**config.mk**
```make
export PLATFORM = sky130hd
export DESIGN_NAME = jpeg_rle_flat
export DESIGN_NICKNAME = d
export VERILOG_FILES = /design/src/rtl/jpeg_rle_if.sv /design/src/rtl/jpeg_rle.sv /design/src/flat_wrapper.sv
export SDC_FILE = /design/constraint.sdc
export NUM_CORES = 1
export LEC_CHECK = 0
export CORE_MARGIN = 2
export CORE_UTILIZATION = 30
export CTS_BUF_LIST = sky130_fd_sc_hd__clkbuf_8
export DETAILED_ROUTE_END_ITERATION = 16
export GPL_TIMING_DRIVEN = 1
export PLACE_DENSITY = 0.45
export SETUP_SLACK_MARGIN = 0.05
export SLEW_MARGIN = 20
export SYNTH_ARGS = -nofsm -noshare
export SYNTH_HDL_FRONTEND = slang
export SYNTH_SLANG_ARGS = --single-unit
```
**constraint.sdc**
```tcl
create_clock -name clk -period 6.9 [get_ports clk]
set_input_delay 1.035 -clock clk [delete_from_list [all_inputs] [get_ports clk]]
set_output_delay 1.035 -clock clk [all_outputs]
set_load 0.05 [all_outputs]
```
**src/rtl/jpeg_rle_if.sv**
```systemverilog
// Quantized-coefficient input and RLE symbol output bundle for jpeg_rle.
// master = coefficient source / symbol sink, slave = the RLE block.
interface jpeg_rle_if #(parameter int QW = 11);
    logic signed [QW-1:0] q [2];
    logic                 q_valid;
    logic                 q_hold;
    logic [4:0]           q_cnt;
    logic [1:0]           q_chroma;
    logic                 q_last_mcu;
    logic                 s_valid;
    logic                 s_hold;
    logic                 s_dc;
    logic [3:0]           s_run;
    logic [3:0]           s_size;
    logic [QW-1:0]        s_amp;
    logic [1:0]           s_chroma;
    logic                 s_last;

    modport master (
        output q, q_valid, q_cnt, q_chroma, q_last_mcu, s_hold,
        input  q_hold, s_valid, s_dc, s_run, s_size, s_amp, s_chroma, s_last
    );

    modport slave (
        input  q, q_valid, q_cnt, q_chroma, q_last_mcu, s_hold,
        output q_hold, s_valid, s_dc, s_run, s_size, s_amp, s_chroma, s_last
    );
endinterface

```
**src/rtl/jpeg_rle.sv**
```systemverilog
// JPEG DC differential + AC run-length coder, one symbol per cycle.
// Define RLE_STAT_EN to add the frame_syms per-frame symbol count output.
module jpeg_rle #(
    parameter int QW = 11
) (
    input  logic        clk,
    input  logic        reset,
    jpeg_rle_if.slave   bus
`ifdef RLE_STAT_EN
    ,
    output logic [19:0] frame_syms
`endif
);
    typedef enum logic [1:0] {IDLE, COEF, ZRL, EOB} state_t;

    if (QW != 11) begin : g_qw_check
        $error("jpeg_rle: only QW=11 is supported");
    end

    function automatic logic [3:0] cat(input logic signed [11:0] v);
        logic [11:0] m;
        m = v[11] ? -v : v;
        cat = 4'd0;
        for (int i = 0; i < 12; i++)
            if (m[i]) cat = 4'(i + 1);
    endfunction

    function automatic logic [10:0] ampf(input logic signed [11:0] v,
                                         input logic [3:0] n);
        logic [11:0] t;
        t = v[11] ? v - 12'sd1 : v;
        return t[10:0] & ~(11'h7FF << n);
    endfunction

    state_t               state, nstate;
    logic signed [QW-1:0] buf_q0, buf_q1;
    logic [4:0]           buf_cnt;
    logic [1:0]           buf_chroma;
    logic                 buf_last, buf_full, pos;
    logic [5:0]           run, run_n;
    logic signed [QW-1:0] pred [3];
    logic [1:0]           blk_chroma, pidx;
    logic                 blk_last;
    logic                 adv, xfer, s_xfer, consume, emit, pred_wr;
    logic                 e_dc, e_last;
    logic [3:0]           e_run, sz;
    logic [10:0]          am;
    logic [1:0]           e_chroma;
    logic [5:0]           idx;
    logic                 is_dc;
    logic signed [QW-1:0] cur, p_sel;
    logic signed [11:0]   val;

    assign adv      = !bus.s_valid || !bus.s_hold;
    assign s_xfer   = bus.s_valid && !bus.s_hold;
    assign bus.q_hold = buf_full && !(pos && consume);
    assign xfer     = bus.q_valid && !bus.q_hold;
    assign idx      = {buf_cnt, pos};
    assign is_dc    = (idx == 6'd0);
    assign cur      = pos ? buf_q1 : buf_q0;
    assign pidx     = (buf_chroma == 2'd3) ? 2'd0 : buf_chroma;

    // Predictors read as zero while the frame-final symbol leaves
    always_comb begin
        p_sel = pred[pidx];
        if (s_xfer && bus.s_last) p_sel = '0;
        val = is_dc ? {cur[10], cur} - {p_sel[10], p_sel}
                    : {cur[10], cur};
    end

    assign sz = cat(val);
    assign am = ampf(val, sz);

    always_comb begin
        nstate   = state;
        emit     = 1'b0;
        e_dc     = 1'b0;
        e_run    = 4'd0;
        e_chroma = buf_chroma;
        e_last   = 1'b0;
        consume  = 1'b0;
        run_n    = run;
        pred_wr  = 1'b0;
        unique case (state)
            IDLE: if (xfer) nstate = COEF;
            COEF, ZRL: if (adv) begin
                if (is_dc) begin
                    emit    = 1'b1;
                    e_dc    = 1'b1;
                    consume = 1'b1;
                    pred_wr = 1'b1;
                    run_n   = 6'd0;
                end else if (cur == '0) begin
                    consume = 1'b1;
                    run_n   = run + 6'd1;
                end else if (run >= 6'd16) begin
                    emit   = 1'b1;
                    e_run  = 4'd15;
                    run_n  = run - 6'd16;
                    nstate = ZRL;
                end else begin
                    emit    = 1'b1;
                    e_run   = run[3:0];
                    e_last  = (idx == 6'd63) && buf_last && (buf_chroma == 2'd2);
                    consume = 1'b1;
                    run_n   = 6'd0;
                end
                if (consume) begin
                    if (idx == 6'd63 && run_n != 6'd0) nstate = EOB;
                    else if (pos) nstate = xfer ? COEF : IDLE;
                    else nstate = COEF;
                end
            end
            EOB: if (adv) begin
                emit     = 1'b1;
                e_chroma = blk_chroma;
                e_last   = blk_last;
                run_n    = 6'd0;
                nstate   = (buf_full || xfer) ? COEF : IDLE;
            end
        endcase
    end

    always_ff @(posedge clk or posedge reset) begin
        if (reset) begin
            state        <= IDLE;
            run          <= '0;
            buf_q0       <= '0;
            buf_q1       <= '0;
            buf_cnt      <= '0;
            buf_chroma   <= '0;
            buf_last     <= 1'b0;
            buf_full     <= 1'b0;
            pos          <= 1'b0;
            pred         <= '{default: '0};
            blk_chroma   <= '0;
            blk_last     <= 1'b0;
            bus.s_valid  <= 1'b0;
            bus.s_dc     <= 1'b0;
            bus.s_run    <= '0;
            bus.s_size   <= '0;
            bus.s_amp    <= '0;
            bus.s_chroma <= '0;
            bus.s_last   <= 1'b0;
        end else begin
            state <= nstate;
            run   <= run_n;
            if (adv) begin
                bus.s_valid  <= emit;
                bus.s_dc     <= e_dc;
                bus.s_run    <= e_run;
                bus.s_size   <= (emit && e_run != 4'd15 && state != EOB) ? sz : 4'd0;
                bus.s_amp    <= (emit && e_run != 4'd15 && state != EOB) ? am : 11'd0;
                bus.s_chroma <= e_chroma;
                bus.s_last   <= e_last;
            end
            if (consume) begin
                if (pos) buf_full <= 1'b0;
                else pos <= 1'b1;
                if (idx == 6'd63) begin
                    blk_chroma <= buf_chroma;
                    blk_last   <= buf_last && (buf_chroma == 2'd2);
                end
            end
            if (s_xfer && bus.s_last) pred <= '{default: '0};
            if (pred_wr) pred[pidx] <= cur;
            if (xfer) begin
                buf_q0     <= bus.q[0];
                buf_q1     <= bus.q[1];
                buf_cnt    <= bus.q_cnt;
                buf_chroma <= bus.q_chroma;
                buf_last   <= bus.q_last_mcu;
                buf_full   <= 1'b1;
                pos        <= 1'b0;
            end
        end
    end

`ifdef RLE_STAT_EN
    logic [19:0] sym_cnt;
    always_ff @(posedge clk or posedge reset) begin
        if (reset) begin
            sym_cnt    <= '0;
            frame_syms <= '0;
        end else if (s_xfer) begin
            if (bus.s_last) begin
                frame_syms <= sym_cnt + 20'd1;
                sym_cnt    <= '0;
            end else begin
                sym_cnt <= sym_cnt + 20'd1;
            end
        end
    end
`endif

`ifndef SYNTHESIS
    logic [4:0] exp_cnt;
    always_ff @(posedge clk or posedge reset) begin
        if (reset) begin
            exp_cnt <= '0;
        end else if (xfer) begin
            assert (bus.q_cnt == exp_cnt)
                else $error("jpeg_rle: q_cnt %0d out of sequence", bus.q_cnt);
            exp_cnt <= bus.q_cnt + 5'd1;
        end
    end
`endif
endmodule
```
**src/flat_wrapper.sv**
```systemverilog
// flat-port wrapper written by rule: the top's interface ports become plain ports
module jpeg_rle_flat 
#(
    parameter int QW = 11
)
  (clk, reset, bus_q, bus_q_valid, bus_q_cnt, bus_q_chroma, bus_q_last_mcu, bus_s_hold, bus_q_hold, bus_s_valid, bus_s_dc, bus_s_run, bus_s_size, bus_s_amp, bus_s_chroma, bus_s_last);
  jpeg_rle_if #(.QW(QW)) bus_i ();
  input  logic clk;
  input  logic reset;
  input wire logic [$bits(bus_i.q)-1:0] bus_q;
  input wire logic [$bits(bus_i.q_valid)-1:0] bus_q_valid;
  input wire logic [$bits(bus_i.q_cnt)-1:0] bus_q_cnt;
  input wire logic [$bits(bus_i.q_chroma)-1:0] bus_q_chroma;
  input wire logic [$bits(bus_i.q_last_mcu)-1:0] bus_q_last_mcu;
  input wire logic [$bits(bus_i.s_hold)-1:0] bus_s_hold;
  output wire logic [$bits(bus_i.q_hold)-1:0] bus_q_hold;
  output wire logic [$bits(bus_i.s_valid)-1:0] bus_s_valid;
  output wire logic [$bits(bus_i.s_dc)-1:0] bus_s_dc;
  output wire logic [$bits(bus_i.s_run)-1:0] bus_s_run;
  output wire logic [$bits(bus_i.s_size)-1:0] bus_s_size;
  output wire logic [$bits(bus_i.s_amp)-1:0] bus_s_amp;
  output wire logic [$bits(bus_i.s_chroma)-1:0] bus_s_chroma;
  output wire logic [$bits(bus_i.s_last)-1:0] bus_s_last;
  assign bus_i.q = {>>{bus_q}};
  assign bus_i.q_valid = bus_q_valid;
  assign bus_i.q_cnt = bus_q_cnt;
  assign bus_i.q_chroma = bus_q_chroma;
  assign bus_i.q_last_mcu = bus_q_last_mcu;
  assign bus_i.s_hold = bus_s_hold;
  assign bus_q_hold = bus_i.q_hold;
  assign bus_s_valid = bus_i.s_valid;
  assign bus_s_dc = bus_i.s_dc;
  assign bus_s_run = bus_i.s_run;
  assign bus_s_size = bus_i.s_size;
  assign bus_s_amp = bus_i.s_amp;
  assign bus_s_chroma = bus_i.s_chroma;
  assign bus_s_last = bus_i.s_last;
  jpeg_rle #(.QW(QW)) u_core (.clk(clk), .reset(reset), .bus(bus_i));
endmodule
```
==> flow_summary.ini, run 1 <==
[yosys]
synthTopCellsByArea = dfrtp_1 40%, o21ai_0 6.9%, mux2_2 5.4%
synth-compound-area-share_pct = 21.0
synthXorXnorAreaFrac_pct = 2.78
synth_top_area_share_pct = 39.7
synth.area.mux_share_pct = 10.6
synth_nets = 739
yosysTopAreaCell = dfrtp_1
synth_top_family_by_area = compound AO/OA/AOI/OAI gates
synthArstFlopShare_pct = 100
synth_edf_count = 0
yosys.cell_types.count = 73
synth-seq-cells = 100
synth-main-ff-cell = dfrtp_1
synth_area_per_cell_um2 = 9.20
synthSimpleGateAreaFrac_pct = 17.8
synthAdderAreaFrac_pct = 4.09
postSynthCellCount = 685
syn-cell-area_um2 = 6300
yosys_warnings = 0
synth-seq-area-share_pct = 39.7

[timing]
min_period_ns = 5.65
fmax_mhz = 177
relSlewSlack_pct = 37.2
period_share_pct = 81.9
worst_pin_slew_ns = 0.941
setup_violations = 0
slew_violations = 0
fin_skew_ns = 0.0215
finalSetupTns_ns = 0
rsz0062_at_grt = false
finalHoldViolCount = 0

[clocking]
cts_resized = 0
clkTransAtPathRegs_ns = 0.11
cts_root_buf = clkbuf_8
cts_hold_buf = 0
htreeDepth = 3
cts_setup_buffers = 0
insertion_delay_ns = 0.40
numCtsBuffers = 9
clock-sinks = 100
ctsLongestPathBuffers = 2
cts_tree = done

[cells_and_area]
syn_to_final_growth_pct = 16.8
nFillCells = 2156
nets = 784
register_area_um2 = 2500
stdcell_count = 1010
multi_input_area_um2 = 3540
final_common_cell = dfrtp_1
drive_above_1_share_pct = 11.6
final_cell_mix = 100 x dfrtp_1, 87 x o21ai_0, 80 x nand2_1, 58 x clkdlybuf4s50_1
antenna_cells = 0
final_area_um2 = 7360
fin_util_pct = 35.4

[route]
detail-route-antenna-nets = 0
viasPerCell = 5.25
drtPass1Iterations = 5
num_vias = 5306
drtIter0Drc = 359
drc = 0
wl_um = 16500
routedWlPerCell_um = 16.3

[worst_hold_path]
hp-class = reg2reg

[pwr]
leakage_nw = 3.01
vdd_drop_max_uv = 146
p_per_area_nw_per_um2 = 521

[floorplanning]
start_util_pct = 30.3
core_area_um2 = 20800
die_area_um2 = 22200
die_x_um = 149
chipHeight_um = 149
ios = 59
fp-row-count = 53

[run_status]
status = completed

[grt]
grt_max_degree = 53
grt_pass1_wl_um = 27700
grt_pass1_vias = 5261
grt_antenna_before_repair = 0
grtUsageTotal_pct = 15.7
grt-ovfl-total = 0

[worst_setup_path]
cpMaxStageDelayCell = ha_1
critPathMaxFanout = 15
setup.worst_path.start_class = flop
crit_family = compound AO/OA/AOI/OAI gates
critPathCaptureType = flop
path_buf_inv = 4
crit_required_ns = 7.18
critical_path_class = reg2reg
path_cells = inv_1 > ha_1 > nor2b_1 > buf_4 > nand2_1 > o21ai_0 > and2_1 > ha_1 > inv_1 > fa_1 > o21ai_0 > ha_1 > inv_1 > nor4_1 > a21oi_1 > nor4_2 > a31oi_1 > xor2_1 > a211oi_4 > nand3_2 > a221o_1
slowest_delay_ns = 0.52
critPathArrivalTime_ns = 5.93

[flow_run]
drv_cap = 0

[place]
io_buffers = 58
dpl.hpwl_um = 12500
placedInstanceArea_um2 = 7150
placedCellCount = 994
gp_congestion = 0.821
-- through the flow --
step	setup slack [ns]	power (mW)	hold slack, ns
after global placement	1.03	3.41	0.464
after detailed placement	0.878	3.44	0.470
after floorplan	1.83	2.81	0.450
after global routing	0.797	4.17	0.518
after CTS	1.26	3.86	0.492
final	1.25	3.84	0.486
-- where the power goes --
part | switching [mW] | leakage [nW] | internal [mW] | total [mW]
Clock | 0.233 | 0.106 | 0.177 | 0.410
Sequential | 0.169 | 1.30 | 0.792 | 0.961
Combinational | 1.53 | 1.60 | 0.937 | 2.47
Total | 1.93 | 3.01 | 1.91 | 3.84
-- logic make-up (layout without fill, tap and decap cells) --
| logic type | after synthesis | after routing |
|---|---|---|
| AO/OA/AOI/OAI | 196 | 196 |
| XOR/XNOR | 20 | 20 |
| adder cells (fa/ha/maj) | 20 | 20 |
| buffers and inverters | 59 | 109 |
| flip-flops | 100 | 100 |
| multiplexers | 62 | 62 |
| AND/OR/NAND/NOR | 228 | 228 |
-- registers in the layout, summed over array words and instances, names as in the netlist --
register,flops
u_core.buf_chroma,2
u_core.state,2
u_core.bus.s_amp,11
u_core.bus.s_dc,1
u_core.bus.s_run,4
u_core.blk_last,1
u_core.bus.s_valid,1
u_core.bus.s_chroma,2
u_core.buf_q0,11
u_core.buf_full,1
u_core.bus.s_last,1
u_core.run,6
u_core.pos,1
u_core.buf_cnt,5
u_core.bus.s_size,4
u_core.buf_last,1
u_core.blk_chroma,2
u_core.buf_q1,11
u_core.pred,33
-- metal layers --
metal	vias up	global-route usage, %	part of all wire (%)
met4	0	3.52	1.2
met2	115	26.3	47
li1	2589	-	-
met3	11	2.54	3.4
met5	-	0	0
met1	2591	21.3	48
-- path summary, 6_finish.rpt --
kind	cells past startpoint	endpoint	slack (ns)	from
max	21	u_core.bus.s_amp[0]	1.25	u_core.buf_chroma[0]
max reg2reg	21	u_core.bus.s_amp[0]	1.25	u_core.buf_chroma[0]
min	2	u_core.bus.s_chroma[0]	0.49	u_core.bus.s_chroma[0]
max in group asynchronous	3	u_core.bus.s_size[0]	4.71	reset
min in group asynchronous	2	u_core.buf_q1[8]	1.05	reset
min reg2reg	2	u_core.bus.s_chroma[0]	0.49	u_core.bus.s_chroma[0]
-- Yosys cell counts (6+ instances only) --
| master | number |
|---|---|
| a21o_1 | 6 |
| a21oi_1 | 18 |
| a22o_1 | 8 |
| and2_1 | 6 |
| buf_4 | 7 |
| clkbuf_1 | 20 |
| dfrtp_1 | 100 |
| ha_1 | 19 |
| inv_1 | 24 |
| mux2_2 | 30 |
| mux2i_1 | 29 |
| nand2_1 | 80 |
| nand2b_1 | 8 |
| nand3_1 | 43 |
| nor2_1 | 43 |
| nor3_1 | 12 |
| o21ai_0 | 87 |
| o31ai_1 | 8 |
| xnor2_1 | 15 |
-- worst min-delay path, stage by stage (launching register included) --
cell,delay (ns)
dfrtp_1,0.35
nand2_1,0.04
o21ai_0,0.06
-- area by class of cell --
class | count | area share, %
Timing Repair Buffer | 69 | 9.01
Sequential cell | 100 | 34.0
Multi-Input combinational cell | 526 | 48.1
Inverter | 24 | 1.26
Tap cell | 275 | 4.67
Clock inverter | 7 | 1.24
Clock buffer | 9 | 1.68
No activity file was read; power rests on OpenSTA's default activity.
==> inputs of run 2 (changes only) <==
Settings changed: PLACE_DENSITY 0.45 to 0.47.
Clock period 6.9 ns to 4.7 ns, I/O delays scaled along.
==> flow_summary.ini, run 2 (synthesis results as in run 1) <==
[cells_and_area]
nFillCells = 2118
drive_above_1_share_pct = 24.9
fin_util_pct = 39.8
register_area_um2 = 2500
antenna_cells = 0
nets = 888
final_common_cell = buf_4
final_area_um2 = 8290
syn_to_final_growth_pct = 31.6
largest_reg_flops = 33
final_cell_mix = 114 x buf_4, 99 x dfrtp_1, 83 x o21ai_0, 80 x nand2_1, 57 x clkdlybuf4s50_1
top_register = u_core.pred
multi_input_area_um2 = 3680

[route]
detail-route-antenna-nets = 0
num_vias = 5647
drc = 0
drtPass1Iterations = 7
routedWlPerCell_um = 15.9
drtIter0Drc = 305
viasPerCell = 5.07
wl_um = 17700

[pwr]
comb_power_share_pct = 70.5
switching_share_pct = 45.8
power_mw = 6.83
power.internal_mw = 3.70
leakage_nw = 3.56
p_switching_mw = 3.13
vdd_drop_max_uv = 302
p_per_area_nw_per_um2 = 823
seqPwrFrac_pct = 20.4
pwr-share-clk_pct = 9.1

[floorplanning]
die_x_um = 149
chipHeight_um = 149
fp-row-count = 53
start_util_pct = 30.3
die_area_um2 = 22200
core_area_um2 = 20800
ios = 59

[worst_hold_path]
min_from = u_core.bus.s_chroma[0]
hp-class = reg2reg

[worst_setup_path]
critPathLaunch = bus_s_hold
cpMaxStageDelayCell = fa_2
critical_path_class = in2reg
critPathArrivalTime_ns = 4.70
slowest_delay_ns = 0.58
path_buf_inv = 6
reg2reg_from = u_core.buf_chroma[0]
critPathCaptureType = flop
crit_family = compound AO/OA/AOI/OAI gates
setup.worst_path.start_class = primary input
path_cells = clkdlybuf4s50_1 > nand3b_1 > and2_1 > ha_1 > inv_1 > fa_2 > o21ai_2 > ha_1 > inv_1 > nor3_2 > a21oi_2 > buf_4 > nor3_4 > o32ai_2 > o21ai_1 > a211oi_4 > buf_4 > buf_4 > o31ai_1 > a22o_1
critPathMaxFanout = 7
cp_common_cell = buf_4
crit_required_ns = 4.97

[timing]
relSlewSlack_pct = 39.1
finalHoldViolCount = 0
period_share_pct = 94.2
rsz0062_at_grt = true
fin_skew_ns = 0.0165
min_period_ns = 4.43
fmax_mhz = 226
setup_violations = 0
worst_pin_slew_ns = 0.914
slew_violations = 0
fin_ws_ns = 0.270

[clocking]
cts_root_buf = clkbuf_8
numCtsBuffers = 9
cts_hold_buf = 0
clkTransAtPathRegs_ns = 0.10
ctsLongestPathBuffers = 2
cts_tree = done
clock-sinks = 100
htreeDepth = 3
insertion_delay_ns = 0.39

[grt]
grtUsageTotal_pct = 16.7
grt_pass1_wl_um = 29400
grt_antenna_before_repair = 0
grt-ovfl-total = 0
grt_pass1_vias = 5622
grt_max_degree = 74

[place]
pre_cts_slack_ns = -0.439
placedInstanceArea_um2 = 7890
io_buffers = 58
dpl.hpwl_um = 14000
gp_congestion = 0.844

[run_status]
status = completed

[flow_run]
drv_cap = 0
## run 2: timing repair
| item | in CTS | in global routing |
|---|---|---|
| buffers inserted | 0 | 5 |
| endpoints found under the setup margin | 10 | 15 |
| pin swaps | 0 | 8 |
| hold endpoints to repair | 0 | 0 |
| gates resized for setup | 5 | 27 |
## run 2: path summary, 6_finish.rpt
| path | endpoint | slack [ns] | cells after the start |
|---|---|---|---|
| setup / recovery | u_core.bus.s_amp[2] | 0.27 | 20 |
| max in group asynchronous | u_core.bus.s_amp[3] | 2.91 | 3 |
| hold / removal | u_core.bus.s_chroma[0] | 0.49 | 2 |
| min in group asynchronous | u_core.buf_q0[8] | 0.87 | 2 |
| setup reg to reg | u_core.bus.s_amp[2] | 0.30 | 22 |
| hold reg to reg | u_core.bus.s_chroma[0] | 0.49 | 2 |
## run 2: routing by layer
| layer | global-route usage, % | part of all wire (%) |
|---|---|---|
| met5 | 0 | 0 |
| met4 | 4.86 | 1.3 |
| met3 | 2.87 | 3.4 |
| met1 | 22.3 | 47 |
| met2 | 27.7 | 48 |
## run 2: per-stage QoR
| stage | TNS, ns | cells | hold WS (ns) |
|---|---|---|---|
| finish | 0 | 1113 | 0.488 |
| global placement | -2.01 | 1093 | 0.465 |
| floorplan | 0 | 685 | 0.450 |
| global route | -0.0224 | 1113 | 0.523 |
| CTS | 0 | 1108 | 0.498 |
| detailed placement | -4.81 | 1093 | 0.475 |
## run 2: final cells by class
type	instances	share of cell area, %
repair buffers	173	17.5
clock inverters	5	1.03
flip-flops and latches	100	30.2
well taps	275	4.15
clock buffers	10	1.66
inverters	24	1.12
multi-input cells	526	44.4
## run 2: tightest hold or removal path: stages (launching register included)
cell and delay [ns]:
dfrtp_1 0.36, nand2_1 0.05, o21ai_0 0.06
## run 2: power groups by stage
stage | Sequential (mW) | Clock, mW | Combinational, mW
floorplan | 1.51 | 0 | 2.62
global placement | 1.40 | 0 | 4.57
detailed placement | 1.42 | 0 | 4.61
CTS | 1.40 | 0.648 | 4.65
global route | 1.43 | 0.681 | 5.29
finish | 1.39 | 0.621 | 4.82
==> inputs of run 3 (changes only) <==
Settings changed: ABC_AREA set to 1, CORE_UTILIZATION 30 to 44, PLACE_DENSITY 0.47 to 0.64.
==> flow_summary.ini, run 3 <==
[route]
drc = 0
drtPass1Iterations = 5
drtIter0Drc = 382
num_vias = 5360
viasPerCell = 4.92
detail-route-antenna-nets = 0
routedWlPerCell_um = 13.0
wl_um = 14200

[worst_setup_path]
path_buf_inv = 1
cpMaxStageDelayCell = fa_1
crit_family = simple AND/OR/NAND/NOR gates
critPathMaxFanout = 10
critPathArrivalTime_ns = 4.54
crit_required_ns = 4.98
critPathCaptureType = flop
cp_common_cell = nand2_1
path_cells = clkdlybuf4s50_1 > nor3_2 > nor2_1 > a22oi_1 > fa_1 > nand3_1 > a21oi_1 > nor2_1 > or2_2 > nand3_1 > o21ai_1 > nand3_2 > nand2_1 > nand2_1 > nand2_1 > nand2_1 > nor2_2 > nand3_2 > nor2_2 > nand2_1 > nand3_1 > nand2_1
critPathLaunch = bus_s_hold
slowest_delay_ns = 0.52
setup.worst_path.start_class = primary input
reg2reg_from = u_core.buf_chroma[0]
critical_path_class = in2reg

[yosys]
synth_top_family_by_area = simple AND/OR/NAND/NOR gates
yosysTopAreaCell = dfrtp_1
postSynthCellCount = 846
synth-seq-cells = 100
yosys_warnings = 0
synthSimpleGateAreaFrac_pct = 31.4
synth.most_common_cell = nand2_1
synth.area.mux_share_pct = 0
yosys-top-cells-count = 273 x nand2_1, 100 x dfrtp_1, 96 x inv_1, 66 x nand3_1
synth-main-ff-cell = dfrtp_1
syn-cell-area_um2 = 6120
yosys.cell_types.count = 44
synthAdderAreaFrac_pct = 4.21
synth_top_area_share_pct = 40.9
synth_area_per_cell_um2 = 7.23
synth-seq-area-share_pct = 40.9
synthXorXnorAreaFrac_pct = 1.86
synth_nets = 900
synth_edf_count = 0
synthTopCellsByArea = dfrtp_1 41%, nand2_1 17%, inv_1 5.9%
synthArstFlopShare_pct = 100
synth-compound-area-share_pct = 12.4

[place]
pre_cts_slack_ns = 0.0236
placedInstanceArea_um2 = 6900
gp_congestion = 0.901
io_buffers = 58
dpl.hpwl_um = 10600

[floorplanning]
ios = 59
chipHeight_um = 122
fp-row-count = 43
die_area_um2 = 14900
core_area_um2 = 13700
start_util_pct = 44.6
die_x_um = 122

[clocking]
clkTransAtPathRegs_ns = 0.10
cts_root_buf = clkbuf_8
ctsLongestPathBuffers = 2
insertion_delay_ns = 0.39
htreeDepth = 3
numCtsBuffers = 9
clock-sinks = 100
cts_setup_buffers = 0
cts_tree = done

[grt]
grt_antenna_before_repair = 0
grtUsageTotal_pct = 20.4
grt-ovfl-total = 0
grt_pass1_vias = 4998
grt_max_degree = 67
grt_pass1_wl_um = 24000

[worst_hold_path]
hp-class = reg2reg
min_from = u_core.buf_q1[5]

[cells_and_area]
antenna_cells = 0
largest_reg_flops = 33
final_common_cell = nand2_1
syn_to_final_growth_pct = 15.8
drive_above_1_share_pct = 9.13
register_area_um2 = 2500
nFillCells = 1370
nets = 958
top_register = u_core.pred
final_cell_mix = 273 x nand2_1, 100 x dfrtp_1, 97 x inv_1, 66 x nand3_1
multi_input_area_um2 = 3050
fin_util_pct = 51.6
final_area_um2 = 7080

[timing]
fin_ws_ns = 0.442
relSlewSlack_pct = 45.6
finalSetupTns_ns = 0
worst_pin_slew_ns = 0.816
period_share_pct = 90.6
fin_skew_ns = 0.0108
setup_violations = 0
finalHoldViolCount = 0
min_period_ns = 4.26
fmax_mhz = 235
rsz0062_at_grt = false
slew_violations = 0

[run_status]
status = completed

[flow_run]
drv_cap = 0
-- run 3: per-stage QoR --
| step | instances | hold slack (ns) |
|---|---|---|
| detailed placement | 1073 | 0.458 |
| global route | 1089 | 0.503 |
| CTS | 1089 | 0.483 |
| finish | 1089 | 0.482 |
| global placement | 1073 | 0.454 |
| floorplan | 846 | 0.441 |
-- run 3: cell families after synthesis --
| logic type | Yosys count |
|---|---|
| buffers and inverters | 138 |
| AO/OA/AOI/OAI | 131 |
| AND/OR/NAND/NOR | 444 |
| XOR/XNOR | 13 |
| adder cells (fa/ha/maj) | 20 |
| flip-flops | 100 |
-- run 3: layout make-up --
cell class | count | share of cell area (%)
Multi-Input combinational cell | 608 | 43.1
Inverter | 111 | 5.92
Sequential cell | 100 | 35.3
Timing Repair Buffer | 74 | 9.89
Clock buffer | 11 | 2.14
Clock inverter | 5 | 0.406
Tap cell | 180 | 3.18
-- run 3: final timing paths --
check | end | slack (ns) | cells past startpoint
min reg2reg | u_core.buf_q1[5] | 0.48 | 2
max in group asynchronous | u_core.pred[31] | 2.91 | 3
min | u_core.buf_q1[5] | 0.48 | 2
max | u_core.bus.s_amp[2] | 0.44 | 22
max reg2reg | u_core.bus.s_amp[2] | 0.54 | 22
min in group asynchronous | u_core.bus.s_size[2] | 0.80 | 2
-- run 3: worst reg2reg max path, delay by kind of cell, from the launching register on --
| family | cells | cell delay, ns |
|---|---|---|
| adders and majority gates | 2 | 0.79 |
| AOI/OAI and AO/OA | 3 | 0.65 |
| DFF | 1 | 0.40 |
| and+or+nand+nor | 16 | 2.11 |
| buffers and inverters | 1 | 0.11 |
-- run 3: timing repair --
action,4_1_cts,5_1_grt
hold buffers,0,0
resized for setup,0,1
setup endpoints to repair,0,7
-- run 3: metal layers --
layer	vias to the layer above	global-route usage, %	part of all wire (%)
li1	2819	-	-
met1	2430	28.2	49
met2	91	32.1	45
met3	20	4.31	3.7
met4	0	6.54	1.6
met5	-	0	0
Power of run 3 is not shown: default switching activity piles up to over one toggle a cycle in this logic, so the estimate is an artifact.
